## src/rtl/bram_dump_uart_pkg.sv

```systemverilog
// Shared types and constants for the BRAM-to-UART dump path.
// Holds the dump FSM state type, UART frame constants and the sample sign-extension helper.
package bram_dump_uart_pkg;

    typedef enum logic [2:0] {
        StIdle,
        StHdr,
        StRdReq,
        StRdWait,
        StTxLo,
        StTxHi,
        StFin
    } dump_state_e;

    localparam logic [7:0]  SYNC_BYTE_DEFAULT = 8'hA5;
    localparam int unsigned UART_FRAME_BITS   = 10;
    localparam logic        UART_IDLE         = 1'b1;

    // Sign-extend the nb LSBs of raw to a full 16-bit word; bits above nb are discarded.
    function automatic logic [15:0] sext16(input logic [15:0] raw, input int unsigned nb);
        logic [15:0] mask;
        logic        sign;
        mask = 16'hFFFF << nb;
        sign = |(raw & (16'h0001 << (nb - 1)));
        return sign ? (raw | mask) : (raw & ~mask);
    endfunction

endpackage

```

## src/rtl/uart_tx_byte.sv

```systemverilog
// 8N1 UART byte transmitter with a registered line output.
// A new byte is accepted in the last cycle of the previous stop bit, so frames run back-to-back.
module uart_tx_byte
    import bram_dump_uart_pkg::*;
#(
    parameter int unsigned BAUD_DIV = 868
) (
    input  logic       clk,
    input  logic       i_rst,
    input  logic       i_valid,
    input  logic [7:0] i_byte,
    output logic       o_ready,
    output logic       o_tx,
    output logic       o_done
);

    localparam int unsigned NbBaud = (BAUD_DIV > 1) ? $clog2(BAUD_DIV) : 1;
    localparam logic [NbBaud-1:0] BaudLast = NbBaud'(BAUD_DIV - 1);
    localparam logic [3:0]        BitLast  = 4'(UART_FRAME_BITS - 1);

    logic [NbBaud-1:0]          baud_q, baud_d;
    logic [3:0]                 bit_q, bit_d;
    logic [UART_FRAME_BITS-1:0] frame_q, frame_d;
    logic                       tx_q, tx_d;
    logic                       busy_q, busy_d;
    logic                       bit_end;
    logic                       frame_end;

    always_comb begin
        bit_end   = busy_q && (baud_q == BaudLast);
        frame_end = bit_end && (bit_q == BitLast);
        o_done    = frame_end;
        o_ready   = !busy_q || frame_end;

        baud_d  = baud_q;
        bit_d   = bit_q;
        frame_d = frame_q;
        tx_d    = tx_q;
        busy_d  = busy_q;

        if (busy_q) begin
            if (bit_end) begin
                baud_d = '0;
                if (frame_end) begin
                    busy_d = 1'b0;
                    tx_d   = UART_IDLE;
                end else begin
                    bit_d   = bit_q + 4'd1;
                    // tx always mirrors frame[0]; shift in idle so the stop bit follows the data
                    frame_d = {UART_IDLE, frame_q[UART_FRAME_BITS-1:1]};
                    tx_d    = frame_q[1];
                end
            end else begin
                baud_d = baud_q + 1'b1;
            end
        end

        if (i_valid && o_ready) begin
            busy_d  = 1'b1;
            baud_d  = '0;
            bit_d   = '0;
            frame_d = {UART_IDLE, i_byte, 1'b0};
            tx_d    = 1'b0;
        end
    end

    always_ff @(posedge clk) begin
        if (i_rst) begin
            baud_q  <= '0;
            bit_q   <= '0;
            frame_q <= '1;
            tx_q    <= UART_IDLE;
            busy_q  <= 1'b0;
        end else begin
            baud_q  <= baud_d;
            bit_q   <= bit_d;
            frame_q <= frame_d;
            tx_q    <= tx_d;
            busy_q  <= busy_d;
        end
    end

    assign o_tx = tx_q;

endmodule

```

## src/rtl/bram_dump_uart.sv

```systemverilog
// Dumps N_SAMPLES BRAM words over UART: sync header, then each sample sign-extended to 16 bits,
// low byte first. Holds the dump FSM, the address counter and the sample high-byte register.
module bram_dump_uart
    import bram_dump_uart_pkg::*;
#(
    parameter int unsigned NB_ADDR   = 11,
    parameter int unsigned NB_DATA   = 32,
    parameter int unsigned NB_SAMPLE = 13,
    parameter int unsigned N_SAMPLES = 2048,
    parameter int unsigned BAUD_DIV  = 868,
    parameter logic [7:0]  SYNC_BYTE = SYNC_BYTE_DEFAULT
) (
    input  logic               clk,
    input  logic               i_rst,
    input  logic               i_start,
    output logic [NB_ADDR-1:0] o_read_addr,
    output logic               o_read_enable,
    input  logic [NB_DATA-1:0] i_read_data,
    output logic               o_tx,
    output logic               o_busy,
    output logic               o_done
);

    localparam logic [NB_ADDR-1:0] AddrLast = NB_ADDR'(N_SAMPLES - 1);

    dump_state_e        state_q, state_d;
    logic [NB_ADDR-1:0] addr_q, addr_d;
    logic [NB_ADDR-1:0] rd_addr_q, rd_addr_d;
    logic               rd_en_q, rd_en_d;
    logic               busy_q, busy_d;
    logic               done_q, done_d;
    logic [7:0]         sample_hi_q, sample_hi_d;

    logic               tx_valid;
    logic [7:0]         tx_byte;
    logic               tx_done;
    logic               unused_tx_ready;
    logic               unused_read_bits;
    logic [15:0]        sample_ext;

    assign unused_read_bits = ^i_read_data[NB_DATA-1:NB_SAMPLE];
    assign sample_ext       = sext16(16'(i_read_data[NB_SAMPLE-1:0]), NB_SAMPLE);

    always_comb begin
        state_d     = state_q;
        addr_d      = addr_q;
        rd_addr_d   = rd_addr_q;
        rd_en_d     = 1'b0;
        busy_d      = busy_q;
        done_d      = 1'b0;
        sample_hi_d = sample_hi_q;
        tx_valid    = 1'b0;
        tx_byte     = 8'h00;

        case (state_q)
            StIdle: begin
                // Header is handed to the transmitter on the accepting edge so its start bit
                // appears on the line the very next cycle.
                if (i_start) begin
                    tx_valid = 1'b1;
                    tx_byte  = SYNC_BYTE;
                    addr_d   = '0;
                    busy_d   = 1'b1;
                    state_d  = StHdr;
                end
            end
            StHdr: begin
                if (tx_done) begin
                    rd_en_d   = 1'b1;
                    rd_addr_d = addr_q;
                    state_d   = StRdReq;
                end
            end
            StRdReq: begin
                state_d = StRdWait;
            end
            StRdWait: begin
                sample_hi_d = sample_ext[15:8];
                tx_valid    = 1'b1;
                tx_byte     = sample_ext[7:0];
                state_d     = StTxLo;
            end
            StTxLo: begin
                if (tx_done) begin
                    tx_valid = 1'b1;
                    tx_byte  = sample_hi_q;
                    state_d  = StTxHi;
                end
            end
            StTxHi: begin
                if (tx_done) begin
                    if (addr_q == AddrLast) begin
                        done_d  = 1'b1;
                        busy_d  = 1'b0;
                        state_d = StFin;
                    end else begin
                        addr_d    = addr_q + 1'b1;
                        rd_en_d   = 1'b1;
                        rd_addr_d = addr_q + 1'b1;
                        state_d   = StRdReq;
                    end
                end
            end
            StFin: begin
                state_d = StIdle;
            end
            default: begin
                state_d = StIdle;
            end
        endcase
    end

    always_ff @(posedge clk) begin
        if (i_rst) begin
            state_q     <= StIdle;
            addr_q      <= '0;
            rd_addr_q   <= '0;
            rd_en_q     <= 1'b0;
            busy_q      <= 1'b0;
            done_q      <= 1'b0;
            sample_hi_q <= 8'h00;
        end else begin
            state_q     <= state_d;
            addr_q      <= addr_d;
            rd_addr_q   <= rd_addr_d;
            rd_en_q     <= rd_en_d;
            busy_q      <= busy_d;
            done_q      <= done_d;
            sample_hi_q <= sample_hi_d;
        end
    end

    uart_tx_byte #(
        .BAUD_DIV(BAUD_DIV)
    ) u_uart_tx (
        .clk    (clk),
        .i_rst  (i_rst),
        .i_valid(tx_valid),
        .i_byte (tx_byte),
        .o_ready(unused_tx_ready),
        .o_tx   (o_tx),
        .o_done (tx_done)
    );

    assign o_read_addr   = rd_addr_q;
    assign o_read_enable = rd_en_q;
    assign o_busy        = busy_q;
    assign o_done        = done_q;

endmodule

```

## config.mk

```make
export PLATFORM = sky130hd
export DESIGN_NAME = bram_dump_uart
export DESIGN_NICKNAME = d
export VERILOG_FILES = /design/src/rtl/bram_dump_uart_pkg.sv /design/src/rtl/uart_tx_byte.sv /design/src/rtl/bram_dump_uart.sv
export SDC_FILE = /design/constraint.sdc
export NUM_CORES = 1
export LEC_CHECK = 0
export ABC_AREA = 0
export CORE_ASPECT_RATIO = 0.75
export CORE_MARGIN = 2
export CORE_UTILIZATION = 55
export DETAILED_ROUTE_END_ITERATION = 16
export MAX_ROUTING_LAYER = met4
export PLACE_DENSITY = 0.91
export SLEW_MARGIN = 15
export SYNTH_ARGS = -nofsm -noshare
export SYNTH_HDL_FRONTEND = slang
export SYNTH_SLANG_ARGS = --single-unit
```

## constraint.sdc

```tcl
create_clock -name clk -period 6.1 [get_ports clk]
set_input_delay 0.61 -clock clk [delete_from_list [all_inputs] [get_ports clk]]
set_output_delay 0.61 -clock clk [all_outputs]
set_load 0.02 [all_outputs]
```

==> results.ini, run 1 <==
[outcome]
outcome=finished clean

[grt]
grt.total_usage_pct=25.1
grt_pass1_wl_um=11200
grt_pass1_vias=2377
antenna_found_initial=0
globalRouteOverflowTotal=0
grt_start_max_net_pins=45

[die]
dieWidth_um=88.2
core_area_mm2=0.00501
initial_core_util_pct=58.4
dieHeight_um=67.2
dieArea_mm2=0.00593
rows=22
pin_count=50

[synthesis]
ys.flop_type=dfxtp_1
synth_area_per_cell_um2=8.61
synth_warnings=0
synth_edf_count=0
syn_nets=380
async_flop_share_pct=0
ys_seq_area_share_pct=39.0
synthDistinctLibCells=52
netlist_instances=340
ys_ff_latch=57
syn_area_mm2=0.00293

[clocking]
post_cts_resized=0
clkLatencyLatePin_ps=340
cts_hold_buf=0
post_cts_buffers=0
cts_tree=done
cts_buffers=9
clockRootBuffer=clkbuf_8
cts_buffer_depth=2
path_clk_slew_ps=60
clock_sinks=57
htreeDepth=3

[power]
clockPowerShare_pct=43.9
switchingPower_w=0.000194
peakVddDrop_uv=151
p_comb_share_pct=7.5
sequentialPowerShare_pct=48.6
p_leak_nw=1.19
switching_share_pct=24.4
p_total_w=0.000797
power.density_mw_per_mm2=235
internal-power_w=0.000603

[worst_setup_path]
timing.critical_path.required_ps=6320
cp-start-kind=register
crit_arrival_ps=2670
cp-end-kind=register
slowest_stage=a2111oi_4
cpPeakStageDelay_ps=620
worstSetupPathType=reg2reg
crit_path_max_fanout=11
crit_chain=ha_1 > and2_1 > nand4_4 > a2111oi_4 > buf_4 > mux2i_1 > nor2_1

[placement]
portBuffers=30
gp_congestion=0.860
dp.final_hpwl_um=4440
dp_cells=423

[detailed_routing]
wl_per_cell_um=14.9
via_per_inst=5.67
dr.pass1.iters=4
drc=0
vias=2493
dr.first_iter.drc_count=173
ant_nets=0
drt_wl_total_um=6540

[timing]
min_period_ps=2460
whs_ps=464
fmax_ghz=0.407
worstMarginPinSlew_ps=726
clock_skew_ps=6.15
rsz0062_at_grt=false
slew_viol_final=0
setup_viol=0
hold_viol=0
slew-limit-headroom_pct=51.3
tns_ps=0
period_share_pct=40.3

[final_layout]
final_nets=403
syn_to_final_growth_pct=15.6
stdcell_count=440
diodes=0
fin_util_pct=67.6
drive_above_1_share_pct=9.24

[worst_hold_path]
hold_path_class=reg2reg

[job]
maxCapViolCount=0

==> sequential cells by signal (all words and copies together), names as in the netlist <==
name               flops
o_busy                 1
u_uart_tx.o_tx         1
o_read_addr           11
state_q                3
u_uart_tx.bit_q        4
u_uart_tx.baud_q      10
u_uart_tx.busy_q       1
o_read_enable          1
u_uart_tx.frame_q      8
o_done                 1
sample_hi_q            5
addr_q                11
==> stage by stage <==
stage | instance area [um^2] | setup WS (ps)
floorplan | 2930 | 4080
global placement | 3180 | 3550
detailed placement | 3180 | 3410
CTS | 3380 | 3370
global route | 3380 | 3480
finish | 3380 | 3640
==> placed cells by master (no fill, tap or decap), drive strengths merged, types with 3 or more instances in the layout <==
cell and count:
a22oi 5, nand2 38, dfxtp 57, a211oi 8, and3b 3, clkinv 4
nand3b 6, a21o 7, a21oi 29, or3 3, xnor2 11, mux2i 13
clkdlybuf4s50 30, nor3 7, nor2 55, xor2 8, ha 5, and3 6
nand4 10, nand3 11, inv 6, clkbuf 10, o21ai 9
==> final timing paths <==
check              endpoint  slack [ps]  cells past startpoint           startpoint
max          o_read_addr[1]        3640                      7  u_uart_tx.baud_q[0]
max reg2reg  o_read_addr[1]        3640                      7  u_uart_tx.baud_q[0]
min          sample_hi_q[2]         460                      2       sample_hi_q[2]
min reg2reg  sample_hi_q[2]         460                      2       sample_hi_q[2]
==> Yosys cell counts, drive strengths merged (3+ instances only) <==
master	n	share of area (%)
and3b	3	0.90
xor2	8	2.4
a22oi	5	1.3
nor3	7	1.4
dfxtp	57	39
o21ai	9	1.5
xnor2	11	3.3
a211oi	8	2.7
nand3	11	1.9
buf	8	2.1
a21o	7	1.8
nand4	10	3.2
nand3b	6	1.5
a21oi	29	5.1
or3	3	0.64
and3	6	1.3
nor2	55	7.1
ha	5	2.1
inv	6	0.77
mux2i	13	4.4
clkbuf	11	2.6
nand2	38	5.0
==> critical path, delay by kind of cell, from the launching register on <==
kind                       cells  cell delay, ps
AOI/OAI and AO/OA              1             620
and+or+nand+nor                3             560
DFF                            1             400
buffers and inverters          1             320
muxes                          1             220
adders and majority gates      1             210
==> final cells by class <==
| type | instances | area [um^2] |
|---|---|---|
| fillers | 421 | 1630 |
| multi-input cells | 257 | 1620 |
| flip-flops and latches | 57 | 1140 |
| repair buffers | 32 | 315 |
| clock buffers | 10 | 138 |
| well taps | 72 | 90.1 |
| clock inverters | 6 | 57.6 |
| inverters | 6 | 22.5 |
==> routing by layer <==
layer | global-route usage [%] | part of all wire [%]
met1 | 30.8 | 46
met2 | 39.5 | 48
met3 | 9.05 | 5.1
met4 | 7.01 | 1.3
met5 | - | 0
==> power groups by stage <==
stage | logic, W | clock network, W | registers (W)
2_1_floorplan | 0.0000423 | 0 | 0.000393
3_3_place_gp | 0.0000570 | 0 | 0.000395
3_5_place_dp | 0.0000591 | 0 | 0.000395
4_1_cts | 0.0000592 | 0.000355 | 0.000387
5_1_grt | 0.0000655 | 0.000375 | 0.000388
6_report | 0.0000594 | 0.000350 | 0.000387
==> cells by family after synthesis <==
group	after synthesis	synth area share, %
buffers and inverters	26	5.68
DFF	57	39.0
xor gates and xnor gates	19	5.68
AOI/OAI and AO/OA	72	17.4
muxes	13	4.44
adders and majority gates	5	2.14
and+or+nand+nor	148	25.6
(Power assumes the default switching activity.)
==> inputs of run 2 (changes only) <==
--- a/config.mk
+++ b/config.mk
@@ -8,10 +8,10 @@
 export ABC_AREA = 0
 export CORE_ASPECT_RATIO = 0.75
 export CORE_MARGIN = 2
-export CORE_UTILIZATION = 55
+export CORE_UTILIZATION = 48
 export DETAILED_ROUTE_END_ITERATION = 16
 export MAX_ROUTING_LAYER = met4
-export PLACE_DENSITY = 0.91
+export PLACE_DENSITY = 0.85
 export SLEW_MARGIN = 15
 export SYNTH_ARGS = -nofsm -noshare
 export SYNTH_HDL_FRONTEND = slang
==> constraint.sdc (replaced) <==
create_clock -name clk -period 2.2 [get_ports clk]
set_input_delay 0.22 -clock clk [delete_from_list [all_inputs] [get_ports clk]]
set_output_delay 0.22 -clock clk [all_outputs]
set_load 0.02 [all_outputs]
==> results.ini, run 2 (same netlist as run 1, synthesis figures left out) <==
[detailed_routing]
via_per_inst=5.59
ant_nets=0
dr.first_iter.drc_count=175
drc=0
wl_per_cell_um=14.3
dr.pass1.iters=4
vias=2594
drt_wl_total_um=6620

[timing]
clock_skew_ps=5.47
rsz0062_at_grt=false
slew_viol_final=0
setup_viol=0
slew-limit-headroom_pct=68.7
finalWorstSetupSlack_ps=182
period_share_pct=91.7
tns_ps=0
hold_viol=0
min_period_ps=2020
worstMarginPinSlew_ps=467
fmax_ghz=0.496

[placement]
gp_congestion=0.890
place_ws_ps=102
portBuffers=30
dp.final_hpwl_um=4820
postPlaceCellArea_mm2=0.00336

[final_layout]
final_cell_mix=dfxtp_1, nor2_1, nand2_1, clkdlybuf4s50_1, a21oi_1
diodes=0
stdcell_area_mm2=0.00354
multi_input_area_mm2=0.00163
final_nets=423
drive_above_1_share_pct=13.5
syn_to_final_growth_pct=20.8
seq_area_mm2=0.00114
final_common_cell=dfxtp_1
n_fill_cell=533

[clocking]
path_clk_slew_ps=60
cts_tree=done
cts_hold_buf=0
clockRootBuffer=clkbuf_8
cts_buffers=9
clock_sinks=57
cts_buffer_depth=2
clkLatencyLatePin_ps=340
htreeDepth=3

[worst_setup_path]
crit_arrival_ps=2230
worst-r2r-cell-count=8
cp-start-kind=register
critical_path_buf_inv_count=1
crit_chain=inv_1 > ha_1 > and3b_2 > and4_2 > nor2_1 > nor2_2 > a22oi_1 > a21oi_1
r2r-start=u_uart_tx.bit_q[1]
worstSetupPathType=reg2reg
r2r-end=addr_q[6]
slowest_stage=dfxtp_1
cp-end-kind=register
r2r_setup_slack_ps=180
crit_path_max_fanout=5
crit_family=simple AND/OR/NAND/NOR gates
cpPeakStageDelay_ps=380
timing.critical_path.required_ps=2420

[die]
initial_core_util_pct=50.0
dieWidth_um=94.2
pin_count=50
core_area_mm2=0.00586
rows=24
dieHeight_um=71.6
dieArea_mm2=0.00675

[grt]
globalRouteOverflowTotal=0
grt_pass1_wl_um=11100
antenna_found_initial=0
grt_start_max_net_pins=23
grt.total_usage_pct=21.7
grt_pass1_vias=2501

[power]
peakVddDrop_uv=394
p_leak_nw=1.29
power.density_mw_per_mm2=600

[worst_hold_path]
min_from=i_read_data[12]
hold_path_class=in2reg
whs_path_depth=3
worstHoldEndpoint=sample_hi_q[6]

[job]
maxCapViolCount=0

[outcome]
outcome=finished clean

==> run 2: through the flow <==
stage	utilization, %	hold WS [ps]	total power (W)	std cells
final	60.4	425	0.00212	464
after global routing	60.4	439	0.00221	464
after CTS	60.1	420	0.00213	464
after detailed placement	57.4	455	0.00129	450
after global placement	57.4	445	0.00128	450
after floorplan	-	356	0.00121	340
==> run 2: worst max-delay path by stage <==
stage	from	to	slack [ps]	cells past startpoint
2_1_floorplan	u_uart_tx.baud_q[0]	u_uart_tx.frame_q[1]	180	10
3_3_place_gp	u_uart_tx.baud_q[0]	o_read_addr[3]	150	8
3_5_place_dp	u_uart_tx.bit_q[0]	addr_q[3]	100	7
4_1_cts	u_uart_tx.bit_q[0]	u_uart_tx.frame_q[2]	90	7
5_1_grt	state_q[1]	addr_q[3]	30	6
6_report	u_uart_tx.bit_q[1]	addr_q[6]	180	8
==> run 2: power breakdown <==
group          internal (W)  leakage (nW)  switching [W]
logic             0.0000936         0.741       0.000107
registers           0.00105         0.462      0.0000139
clock network      0.000459        0.0826       0.000395
==> run 2: what timing repair did <==
| item | CTS | global route |
|---|---|---|
| buffers inserted | 0 | 0 |
| setup endpoints to repair | 0 | 19 |
| gates resized for setup | 0 | 4 |
==> run 2: worst min-delay path, delay by kind of cell <==
kind                   cells  cell delay (ps)
and+or+nand+nor            1               60
buffers and inverters      1              400
AOI/OAI and AO/OA          1               50
==> run 2: area by class of cell <==
cell class                 count  share of cell area [%]
multi-input combinational    257                    46.2
sequential                    57                    32.3
timing repair buffer          52                    13.5
clock buffer                  14                    4.60
tap                           78                    2.76
inverter                       6                   0.637
==> run 2: layer usage <==
layer	share of wire, %	global-route usage, %	routed length (um)	up-vias
met5	0	-	0	-
met2	49	34.8	3240	69
li1	-	-	-	1281
met1	44	25.8	2930	1228
met4	1.5	7.41	96	0
met3	5.4	7.26	359	16
==> inputs of run 3 (changes only) <==
--- a/config.mk
+++ b/config.mk
@@ -10,9 +10,11 @@
 export CORE_MARGIN = 2
 export CORE_UTILIZATION = 48
 export DETAILED_ROUTE_END_ITERATION = 16
+export HOLD_SLACK_MARGIN = 0.08
 export MAX_ROUTING_LAYER = met4
 export PLACE_DENSITY = 0.85
 export SLEW_MARGIN = 15
 export SYNTH_ARGS = -nofsm -noshare
 export SYNTH_HDL_FRONTEND = slang
+export SYNTH_HIERARCHICAL = 1
 export SYNTH_SLANG_ARGS = --single-unit
==> results.ini, run 3 <==
[outcome]
outcome=complete, but fails checks
violations=negative setup slack

[timing]
hold_viol=0
setup_viol=24
finalWorstSetupSlack_ps=-389
whs_ps=427
worstMarginPinSlew_ps=576
min_period_ps=2590
clock_skew_ps=12.5
period_share_pct=118
fmax_ghz=0.386
slew_viol_final=0
rsz0062_at_grt=true
slew-limit-headroom_pct=61.1

[placement]
gp_congestion=0.905
place_ws_ps=-384
dp.final_hpwl_um=5160
portBuffers=30
dp_cells=457

[worst_setup_path]
slowest_stage=or4_4
worstSetupPathType=reg2reg
r2r-start=u_uart_tx/baud_q[2]
cp-start-kind=register
crit_arrival_ps=2800
worst-r2r-cell-count=10
timing.critical_path.required_ps=2410
crit_path_max_fanout=5
r2r-end=u_uart_tx/frame_q[1]
crit_chain=or4_4 > nor4_4 > nand2b_1 > nor3_4 > or3_4 > nand3_4 > o41ai_4 > buf_6 > mux2i_1 > a2bb2oi_1
cp-end-kind=register
cpPeakStageDelay_ps=560
r2r_setup_slack_ps=-390

[synthesis]
synthTopCellsByCount=dfxtp_1, a21oi_1, nor2_1
synth.area.top_cells=dfxtp_1, a21oi_1, xnor2_1
ys_ff_latch=57
syn_nets=368
synth_edf_count=0
synthDistinctLibCells=48
ys_seq_area_share_pct=39.7
synth_warnings=6
ys.flop_type=dfxtp_1
syn_area_mm2=0.00287
synth.most_common_cell=dfxtp_1
yosysTopAreaCell=dfxtp_1
async_flop_share_pct=0
netlist_instances=328
synth_area_per_cell_um2=8.76
synth.top_cell.area_share_pct=39.7

[job]
maxCapViolCount=0

[worst_hold_path]
worstHoldEndpoint=sample_hi_q[0]
hold_path_class=in2reg
min_from=i_read_data[8]
whs_path_depth=3

[final_layout]
drive_above_1_share_pct=24.5
final_cell_mix=dfxtp_1, buf_4, clkdlybuf4s50_1, a21oi_1, nor2_1
diodes=0
final_nets=440
stdcell_count=482
syn_to_final_growth_pct=36.8
n_fill_cell=400
final_common_cell=dfxtp_1
fin_util_pct=67.8

[clocking]
cts_tree=done
clock_sinks=57
htreeDepth=3
cts_hold_buf=0
clockRootBuffer=clkbuf_8
path_clk_slew_ps=60
cts_buffer_depth=2
clkLatencyLatePin_ps=350
cts_buffers=9

[detailed_routing]
dr.pass1.iters=5
ant_nets=0
drt_wl_total_um=8420
dr.first_iter.drc_count=247
drc=0
vias=2966
wl_per_cell_um=17.5
via_per_inst=6.15

[grt]
grt_start_max_net_pins=21
grt_pass1_vias=2852
antenna_found_initial=0
globalRouteOverflowTotal=0
grt.total_usage_pct=27.4
grt_pass1_wl_um=13700

[die]
initial_core_util_pct=49.6
core_area_mm2=0.00580
dieArea_mm2=0.00663
dieHeight_um=71
pin_count=50
dieWidth_um=93.3
rows=24

[power]
clockPowerShare_pct=43.5
p_comb_share_pct=9.8
p_leak_nw=1.42
power.density_mw_per_mm2=579
p_total_w=0.00228
peakVddDrop_uv=342
internal-power_w=0.00174
sequentialPowerShare_pct=46.7
switching_share_pct=23.5
switchingPower_w=0.000535

run 3: cell types whose count changed after synthesis, moves of 5 or more:
| cell | change |
|---|---|
| a211oi_1 | +9 |
| mux2i_1 | -6 |
| a21o_1 | -5 |
| nand2_1 | -16 |
| a22oi_1 | -5 |
| nor2_1 | -32 |
| a2bb2oi_1 | +6 |
| and2_1 | +5 |
| buf_2 | +5 |
| nor3_1 | +5 |
| inv_1 | +5 |
| a31oi_1 | +7 |
run 3: per-layer routing:
metal  GRT usage [%]  share of wire [%]  vias up
met3            8.73                7.6       24
met5               -                  0        -
met4            11.9                2.2        0
li1                -                  -     1358
met1            33.6                 43     1430
met2            41.7                 47      154
run 3: kinds of logic after synthesis:
kind of cell	Yosys count	share of synthesized area [%]
AOI/OAI and AO/OA	91	22.3
xor gates and xnor gates	18	5.49
adders and majority gates	5	2.18
buffers and inverters	32	5.31
DFF	57	39.7
muxes	7	2.44
and+or+nand+nor	118	22.6
run 3: final cells by class:
class	count	area [um^2]	share of cell area (%)
timing repair buffer	82	717	18.2
multi-input combinational	239	1730	44.0
tap	78	97.6	2.48
sequential	57	1150	29.2
clock inverter	3	40.0	1.02
clock buffer	12	155	3.95
inverter	11	41.3	1.05
run 3: worst max-delay path: cells and delay by family (launching register included):
kind / cells / cell delay, ps
compound gates: 2 / 380
flops: 1 / 330
mux: 1 / 220
simple gates: 6 / 1350
buf+inv: 1 / 190
run 3: repair_timing:
item                                   4_1_cts  5_1_grt
endpoints found under the hold margin        0        0
pin swaps                                   18       12
buffers inserted                            56        4
setup endpoints to repair                   38       47
gates cloned                                 1        0
gates resized for setup                     29        8
run 3: per-stage QoR:
stage	area, um^2	setup TNS (ps)
final	3930	-5790
after detailed placement	3520	-5520
after CTS	3890	-4660
after global routing	3930	-8280
after floorplan	2920	-10760
after global placement	3520	-3290
run 3: worst max path at each step:
stage                   startpoint                    to  slack [ps]  cells after the start
6_report       u_uart_tx/baud_q[2]  u_uart_tx/frame_q[1]        -390                     10
5_1_grt        u_uart_tx/baud_q[2]  u_uart_tx/frame_q[1]        -460                     10
4_1_cts        u_uart_tx/baud_q[2]  u_uart_tx/frame_q[1]        -280                     10
3_5_place_dp   u_uart_tx/baud_q[4]  u_uart_tx/frame_q[4]        -380                     10
3_3_place_gp   u_uart_tx/baud_q[2]  u_uart_tx/frame_q[5]        -260                     10
2_1_floorplan  u_uart_tx/baud_q[1]    u_uart_tx/bit_q[1]        -730                     10
run 3: power by group through the flow:
stage	Combinational (W)	Sequential [W]	Clock, W
global placement	0.000180	0.00108	0
global route	0.000235	0.00106	0.00104
CTS	0.000210	0.00106	0.000989
floorplan	0.000103	0.00109	0
detailed placement	0.000185	0.00108	0
finish	0.000223	0.00106	0.000989
